`config.mk`:
```
export PLATFORM = sky130hd
export DESIGN_NAME = jpd_pad_scan
export DESIGN_NICKNAME = d
export VERILOG_FILES = /design/src/rtl/jpd_pkg.sv /design/src/rtl/jpd_tick_gen.sv /design/src/rtl/jpd_pad_scan.sv
export SDC_FILE = /design/constraint.sdc
export NUM_CORES = 1
export LEC_CHECK = 0
export BUFFER_PORTS_ARGS = -buffer_cell sky130_fd_sc_hd__buf_4
export CORE_AREA = 3 3 84 86
export CTS_BUF_LIST = sky130_fd_sc_hd__clkbuf_4 sky130_fd_sc_hd__clkbuf_8 sky130_fd_sc_hd__clkbuf_16
export DETAILED_ROUTE_END_ITERATION = 16
export DIE_AREA = 0 0 87 89
export GPL_TIMING_DRIVEN = 0
export PLACE_DENSITY = 0.62
export SLEW_MARGIN = 25
export SYNTH_ARGS = -nofsm -noshare
export SYNTH_HDL_FRONTEND = slang
export SYNTH_SLANG_ARGS = --single-unit
```
`constraint.sdc`:
```
create_clock -name i_clk -period 5.1 [get_ports i_clk]
set_input_delay 0.765 -clock i_clk [delete_from_list [all_inputs] [get_ports i_clk]]
set_output_delay 0.765 -clock i_clk [all_outputs]
set_load 0.01 [all_outputs]
```
`src/rtl/jpd_pkg.sv`:
```
// Shared types and constants for the joypad serial scanner.
package jpd_pkg;

    localparam int unsigned JPD_VEC_W    = 10;
    localparam int unsigned JPD_BIT_W    = 3;
    localparam int unsigned JPD_SCAN_LEN = 17;

    localparam int unsigned JPD_A      = 0;
    localparam int unsigned JPD_B      = 1;
    localparam int unsigned JPD_SELECT = 2;
    localparam int unsigned JPD_START  = 3;
    localparam int unsigned JPD_UP     = 4;
    localparam int unsigned JPD_DOWN   = 5;
    localparam int unsigned JPD_LEFT   = 6;
    localparam int unsigned JPD_RIGHT  = 7;
    localparam int unsigned JPD_TB_A   = 8;
    localparam int unsigned JPD_TB_B   = 9;

    typedef enum logic [2:0] {
        IDLE   = 3'd0,
        LATCH0 = 3'd1,
        LATCH1 = 3'd2,
        S0     = 3'd3,
        LO     = 3'd4,
        HI     = 3'd5,
        CMP    = 3'd6
    } jpd_state_e;

endpackage

```
`src/rtl/jpd_tick_gen.sv`:
```
// Free-running tick divider plus the scan period counter that paces scan starts.
module jpd_tick_gen #(
    parameter int unsigned TICK_DIV   = 108,
    parameter int unsigned SCAN_TICKS = 2778
) (
    input  logic i_clk,
    input  logic i_rst,
    output logic o_tick,
    output logic o_scan_start
);

    localparam int unsigned DIV_W = $clog2(TICK_DIV);
    localparam int unsigned PER_W = $clog2(SCAN_TICKS);

    logic [DIV_W-1:0] div_q;
    logic [DIV_W-1:0] div_d;
    logic [PER_W-1:0] per_q;
    logic [PER_W-1:0] per_d;
    logic             div_wrap;
    logic             tick_q;
    logic             start_q;

    assign div_wrap = (div_q == DIV_W'(TICK_DIV - 1));

    // per_q holds the count of the tick currently being strobed; it advances after that strobe
    always_comb begin
        div_d = div_wrap ? '0 : div_q + DIV_W'(1);
        per_d = per_q;
        if (tick_q) begin
            per_d = (per_q == PER_W'(SCAN_TICKS - 1)) ? '0 : per_q + PER_W'(1);
        end
    end

    always_ff @(posedge i_clk or posedge i_rst) begin
        if (i_rst) begin
            div_q   <= '0;
            per_q   <= '0;
            tick_q  <= 1'b0;
            start_q <= 1'b0;
        end else begin
            div_q   <= div_d;
            per_q   <= per_d;
            tick_q  <= div_wrap;
            start_q <= div_wrap && (per_q == '0);
        end
    end

    assign o_tick       = tick_q;
    assign o_scan_start = start_q;

endmodule

```
`src/rtl/jpd_pad_scan.sv`:
```
// Scans one NES controller plus two turbo keys and publishes a two-scan-filtered
// pressed=1 button vector.
module jpd_pad_scan
    import jpd_pkg::*;
#(
    parameter int unsigned TICK_DIV   = 108,
    parameter int unsigned SCAN_TICKS = 2778
) (
    input  logic                 i_clk,
    input  logic                 i_rst,
    input  logic                 i_scan_en,
    output logic                 o_pad_latch,
    output logic                 o_pad_clk,
    input  logic                 i_pad_data_n,
    input  logic                 i_tb_a_n,
    input  logic                 i_tb_b_n,
    output logic [JPD_VEC_W-1:0] o_jp_vec,
    output logic                 o_scan_done
);

    logic tick;
    logic scan_start;

    jpd_tick_gen #(
        .TICK_DIV   (TICK_DIV),
        .SCAN_TICKS (SCAN_TICKS)
    ) u_tick_gen (
        .i_clk        (i_clk),
        .i_rst        (i_rst),
        .o_tick       (tick),
        .o_scan_start (scan_start)
    );

    // Two-flop synchronisers; reset to the released (high) level of the active-low inputs
    logic [2:0] meta_q;
    logic [2:0] sync_q;

    always_ff @(posedge i_clk or posedge i_rst) begin
        if (i_rst) begin
            meta_q <= 3'b111;
            sync_q <= 3'b111;
        end else begin
            meta_q <= {i_tb_b_n, i_tb_a_n, i_pad_data_n};
            sync_q <= meta_q;
        end
    end

    logic data_n_s;
    logic tb_a_n_s;
    logic tb_b_n_s;

    assign data_n_s = sync_q[0];
    assign tb_a_n_s = sync_q[1];
    assign tb_b_n_s = sync_q[2];

    jpd_state_e           state_q;
    logic [JPD_BIT_W-1:0] bit_q;
    logic [JPD_VEC_W-1:0] raw_q;
    logic [JPD_VEC_W-1:0] prev_q;
    logic [JPD_VEC_W-1:0] vec_q;
    logic                 latch_q;
    logic                 pclk_q;
    logic                 done_q;

    // Every state but CMP advances on the tick; data is sampled on the tick that leaves S0/HI
    always_ff @(posedge i_clk or posedge i_rst) begin
        if (i_rst) begin
            state_q <= IDLE;
            bit_q   <= '0;
            raw_q   <= '0;
            prev_q  <= '0;
            vec_q   <= '0;
            latch_q <= 1'b0;
            pclk_q  <= 1'b1;
            done_q  <= 1'b0;
        end else begin
            done_q <= 1'b0;
            case (state_q)
                IDLE: begin
                    if (tick && scan_start && i_scan_en) begin
                        latch_q <= 1'b1;
                        state_q <= LATCH0;
                    end
                end
                LATCH0: begin
                    if (tick) begin
                        state_q <= LATCH1;
                    end
                end
                LATCH1: begin
                    if (tick) begin
                        latch_q <= 1'b0;
                        state_q <= S0;
                    end
                end
                S0: begin
                    if (tick) begin
                        raw_q[JPD_A]    <= ~data_n_s;
                        raw_q[JPD_TB_A] <= ~tb_a_n_s;
                        raw_q[JPD_TB_B] <= ~tb_b_n_s;
                        bit_q           <= JPD_BIT_W'(1);
                        pclk_q          <= 1'b0;
                        state_q         <= LO;
                    end
                end
                LO: begin
                    if (tick) begin
                        pclk_q  <= 1'b1;
                        state_q <= HI;
                    end
                end
                HI: begin
                    if (tick) begin
                        raw_q[bit_q] <= ~data_n_s;
                        if (bit_q == JPD_BIT_W'(JPD_RIGHT)) begin
                            state_q <= CMP;
                        end else begin
                            bit_q   <= bit_q + JPD_BIT_W'(1);
                            pclk_q  <= 1'b0;
                            state_q <= LO;
                        end
                    end
                end
                CMP: begin
                    if (raw_q == prev_q) begin
                        vec_q <= raw_q;
                    end
                    prev_q  <= raw_q;
                    done_q  <= 1'b1;
                    state_q <= IDLE;
                end
                default: begin
                    state_q <= IDLE;
                end
            endcase
        end
    end

    assign o_pad_latch = latch_q;
    assign o_pad_clk   = pclk_q;
    assign o_jp_vec    = vec_q;
    assign o_scan_done = done_q;

endmodule

```
Yosys cells after proc, flatten, opt, wreduce, memory -nomap -nowiden
Index checks and enable logic that the tools add are counted.
{ "op_classes": {"order_cmp": 2, "eq_ne": 17, "reduce_logical": 16, "muxes": 30, "addsub": 3, "bitwise_logic": 3} }
{ "op_table": {"columns": ["operator", "n"], "rows": [
  ["$mux W3", 9],
  ["$pmux W3 S6", 1],
  ["$add A12 B1 Y12 const B", 1],
  ["$eq A12 B12 Y1 const B", 1],
  ["$eq A3 B3 Y1 const B", 4],
  ["$logic_not A12 Y1", 1],
  ["$mux W12", 1],
  ["$bwmux W10", 1],
  ["$eq A10 B10 Y1", 1],
  ["$mux W10", 1],
  ["$ne A2 B1 Y1 const B", 5],
  ["$mux W1", 8],
  ["$add A7 B1 Y7 const B", 1],
  ["$eq A7 B7 Y1 const B", 1],
  ["$mux W7", 1],
  ["$eq A3 B2 Y1 const B", 2],
  ["$pmux W3 S2", 1],
  ["$reduce_and A3 Y1", 2],
  ["$reduce_and A6 Y1", 1],
  ["$lt A3 B5 Y1 const B", 1],
  ["$reduce_and A5 Y1", 1],
  ["$logic_and A1 B1 Y1", 4],
  ["$mux W2", 2],
  ["$ne A2 B2 Y1 const B", 2],
  ["other kinds (13)", 18]
]} }
{ "totals": {"word_cells": 86, "register_bits": 66, "output_inout_bits": 13} }

Logic depth before layout (Yosys ltp)
{ "logic_depth": {"ltp_word": 7, "ltp_mapped": 6} }

Cells and area by module
From an unflattened synthesis, not the netlist that was laid out.
{ "unflattened": {"cells_unflattened": 260, "area_unflattened_um2": 3006.6} }
{ "by_module_without_submodules": {"columns": ["mod", "seq_area_each_um2", "area_each_um2", "instances", "cells_each"], "rows": [
  ["jpd_pad_scan", 1134.8, 1943.1, 1, 158],
  ["jpd_tick_gen", 525.5, 1063.5, 1, 102]
]} }

Least setup slack after synthesis
Ideal clock, no wire load.
{ "synth_timing": {"path_kind": "reg2reg", "from": "reg raw_q[1]", "to": "reg vec_q[0], in the netlist o_jp_vec[0]", "setup_ps": 125, "slack_ps": 3606, "period_less_slack_ps": 1494, "path_stages_with_launch": 5, "t_arrival_ps": 1369, "path_cell_list": "dfrtp_1 xor2_1 nor4_2 nand3_4 mux2_2"} }
{ "synth_via": {"elab_chain_cells": 2} }
{ "synth_rtl": {"columns": ["element", "line_no", "source"], "rows": [
  ["start, declared", "jpd_pad_scan.sv:58", "logic [JPD_VEC_W-1:0] raw_q;"],
  ["start signal, assigned by index", "jpd_pad_scan.sv:98", "raw_q[JPD_A] <= ~data_n_s;"],
  ["start signal, assigned by index", "jpd_pad_scan.sv:99", "raw_q[JPD_TB_A] <= ~tb_a_n_s;"],
  ["start signal, assigned by index", "jpd_pad_scan.sv:100", "raw_q[JPD_TB_B] <= ~tb_b_n_s;"],
  ["$eq A10 B10 Y1", "jpd_pad_scan.sv:125", "if (raw_q == prev_q) begin"],
  ["$reduce_and A2 Y1 (no source line)", null, null],
  ["end signal, assigned", "jpd_pad_scan.sv:126", "vec_q <= raw_q;"],
  ["end, declared", "jpd_pad_scan.sv:60", "logic [JPD_VEC_W-1:0] vec_q;"]
]} }
Every way passes these cells.
A chain may end at the register's enable or synchronous reset.

Worst setup path after layout
{ "layout_timing": {"from": "reg pclk_q, in the netlist o_pad_clk", "to": "out o_pad_clk"} }
{ "layout_lines": {"columns": ["element", "line_no", "source"], "rows": [
  ["start, declared", "jpd_pad_scan.sv:62", "logic pclk_q;"],
  ["start signal, assigned", "jpd_pad_scan.sv:74", "pclk_q <= 1'b1;"],
  ["start signal, assigned", "jpd_pad_scan.sv:102", "pclk_q <= 1'b0;"],
  ["start signal, assigned", "jpd_pad_scan.sv:108", "pclk_q <= 1'b1;"],
  ["end, declared", "jpd_pad_scan.sv:13", "output logic o_pad_clk,"]
]} }
No word-level cell between the ends.

==> metrics.md <==
| Metric | Value |
|---|---|
| Status | `completed` |
| Crit-path cells | `buf_4` |
| First-pass GRT wire length | `roughly 8400 um` |
| Comb power frac | `0.018` |
| Crit path from | `o_pad_clk` |
| Maximum vdd drop | `about 120 uV` |
| Fillcell total | `roughly 570` |
| EDFF count, synth | `0` |
| Post-synth cell types | `40` |
| Crit path max fanout | `3` |
| Post-route total power | `0.000943 W` |
| Skew-Pair Late Insertion Delay | `approximately 340 ps` |
| Max-cap viol count | `0` |
| Post-detail-place hpwl | `3240 um` |
| Setup crit end kind | `output pin` |
| Core area | `between 6000 and 7000 sq um` |
| Total negative slack | `0 ps` |
| FMAX | `~570 MHz` |
| Area grow syn2layout | `15.2%` |
| N_diodes | `0` |
| Chip width | `between 80 and 90 um` |
| Reg-to-Reg End | `o_jp_vec[8]` |
| Post-CTS Setup Bufs | `0` |
| Top_reg_cell synth | `dfrtp_1` |
| Place WS | `3390 ps` |
| WP data arrival | `slightly below 1000 ps` |
| Number of cells produced by synthesis | `240` |
| Most frequent cells in the layout | `dfrtp_1 (59), mux2_2 (21), xor2_1 (20), buf_4 (20), nand2_1 (19)` |
| Port bufs | `18` |
| DR vias/cell | `5.07` |
| CTS Sinks | `between 60 and 70` |
| Tightest Pin Transition | `between 500 and 600 ps` |
| Final nets | `between 200 and 300` |
| Non-filler instance count after layout | `about 350` |
| Yosys warns | `0` |
| Antenna viol nets, final | `0` |
| Critical path start-end classification | `reg -> out` |
| Final core occ | `0.528` |
| Synthesized area | `approximately 2900 sq um` |
| Net count after synthesis | `~250` |
| WL/cell | `13.4 um` |
| Initial DRC count | `31` |
| Final setup viols | `0` |
| Layout cells sized above 1 | `0.269` |
| Final hold violation count | `0` |
| Worst min-delay path class | `in -> async` |
| Remaining DRCs | `0` |
| Commonest non-fill, non-tap cell in the layout | `dfrtp_1` |
| Seq cells post-synth | `66` |
| Post-CTS Resized | `0` |
| Sw Ratio | `0.211` |
| R2R depth | `4` |
| Min Tclk post-route | `approximately 1700 ps` |
| Clk buf depth | `2` |
| RSZ-0062 raised after global routing | `no` |
| Slew Limit Fails | `0` |
| Power Density | `roughly 280 nW/um^2` |
| Clock root buffer | `clkbuf_8` |
| Die height | `89 um` |
| CTS Hold Bufs | `0` |
| Vias in the first global route | `1,811` |
| Remaining global-route overflow | `0` |
| Register area | `1660 sq um` |
| Drt total wl | `approximately 4700 um` |
| Via count of the routed design | `1,783` |
| Setup Skew | `approximately 6.5 ps` |
| Switching power total | `around 0.0002 W` |
| Reg-to-Reg Start | `raw_q[1]` |
| Register share of total power | `0.560` |
| Clock network power share | `0.422` |
| CP top delay family | `flip-flops` |
| # IOs | `19` |
| Avg Synthesized Cell Area | `12.1 sq um` |
| Sequential element share of the synthesized area | `0.570` |
| Overall routing resource usage | `0.143` |
| Max stage delay cell, worst path | `dfstp_2` |
| Multi-input logic area | `between 1000 and 1500 sq um` |
| Worst path max stage delay | `approximately 540 ps` |
| LEAKAGE | `roughly 1.7 nW` |
| Post-synth ARST share | `1.00` |
| Internal Power | `0.000744 W` |
| Period utilization | `0.343` |
| Pre-antenna DRT Iters | `4` |
| Initial antenna violation count | `0` |
| Full die area | `slightly below 8000 sq um` |
| Reg clk slew, reported paths | `70 ps` |
| Htree depth | `3` |
| Inst Count DP | `approximately 340` |
| CTS tree | `yes` |
| # rows | `29` |
| CTS Buf Count | `9` |
| Reg2reg setup slack | `3400 ps` |
| Critical Path RT | `4340 ps` |
| Max-slew headroom | `0.605` |
| RePlAce Congestion | `0.817` |
| Largest net degree at the start of global routing | `55` |
| Final worst slack | `3350 ps` |
| Worst path bufs/invs | `1` |
| Startpoint Class | `flop` |
| Initial core utilization | `0.459` |
-- cell type report --
class	count	share of cell area
buffer	6	0.00970
clock buffer	13	0.0496
clock inverter	3	0.00448
inverter	9	0.0108
multi-input combinational	159	0.353
sequential	66	0.495
tap	77	0.0287
timing repair buffer	19	0.0485
-- flip-flops by register name, indices dropped and copies added, names as in the netlist --
register                 cells
bit_q                        3
meta_q                       3
o_jp_vec                    10
o_pad_clk                    1
o_pad_latch                  1
o_scan_done                  1
prev_q                      10
raw_q                       10
state_q                      3
sync_q                       3
u_tick_gen.div_q             7
u_tick_gen.o_scan_start      1
u_tick_gen.o_tick            1
u_tick_gen.per_q            12
-- cells by family (layout without fill, tap and decap cells) --
logic type,Yosys count,count (layout),share of synthesized area
flip-flops,66,66,0.570
AND/OR/NAND/NOR,72,72,0.144
adder cells (fa/ha/maj),6,6,0.0258
AO/OA/AOI/OAI,30,30,0.0640
buffers and inverters,15,50,0.0228
multiplexers,25,25,0.0950
XOR/XNOR,26,26,0.0782
-- Yosys cell counts, drive strengths merged, types with 3 or more instances --
cell | number | share of area
dfrtp | 59 | 0.51
mux2 | 21 | 0.081
xor2 | 20 | 0.060
nand2 | 19 | 0.024
nor2 | 15 | 0.019
o21ai | 15 | 0.026
nand3 | 13 | 0.027
inv | 9 | 0.012
o31ai | 8 | 0.021
dfstp | 7 | 0.063
ha | 6 | 0.026
xnor2 | 6 | 0.018
buf | 5 | 0.0099
mux2i | 4 | 0.014
nor2b | 4 | 0.0086
nor4 | 4 | 0.016
and3 | 3 | 0.0064
nor3b | 3 | 0.0095
-- power by group through the flow --
stage | Combinational [W] | Clock [W] | Sequential (W)
after floorplan | 0.00000838 | 0 | 0.000538
after global placement | 0.0000146 | 0 | 0.000538
after detailed placement | 0.0000177 | 0 | 0.000538
after CTS | 0.0000178 | 0.000415 | 0.000528
after global routing | 0.0000195 | 0.000438 | 0.000528
final | 0.0000166 | 0.000398 | 0.000528
-- metrics by stage --
| stage | cell area, sq um | hold WS [ps] |
|---|---|---|
| global route | 3350 | 333 |
| detailed placement | 3170 | 347 |
| global placement | 3140 | 346 |
| floorplan | 2910 | 345 |
| CTS | 3350 | 326 |
| finish | 3350 | 342 |
-- routing by layer --
layer	global-route usage	part of all wire	wire length [um]	up-vias
li1	-	-	-	892
met1	0.179	0.48	2260	858
met2	0.220	0.46	2180	22
met3	0.0332	0.032	149	11
met4	0.0977	0.028	130	0
met5	0	0	0	-
-- worst max path at each step --
stage,end,slack (ps),cells past startpoint
after floorplan,bit_q[0],2690,1
after global placement,o_jp_vec[2],1870,2
after detailed placement,o_jp_vec[8],3390,4
after CTS,o_pad_clk,3320,1
after global routing,u_tick_gen.o_scan_start,3210,5
final,o_pad_clk,3350,1
Power figures use the tool's default switching activity.
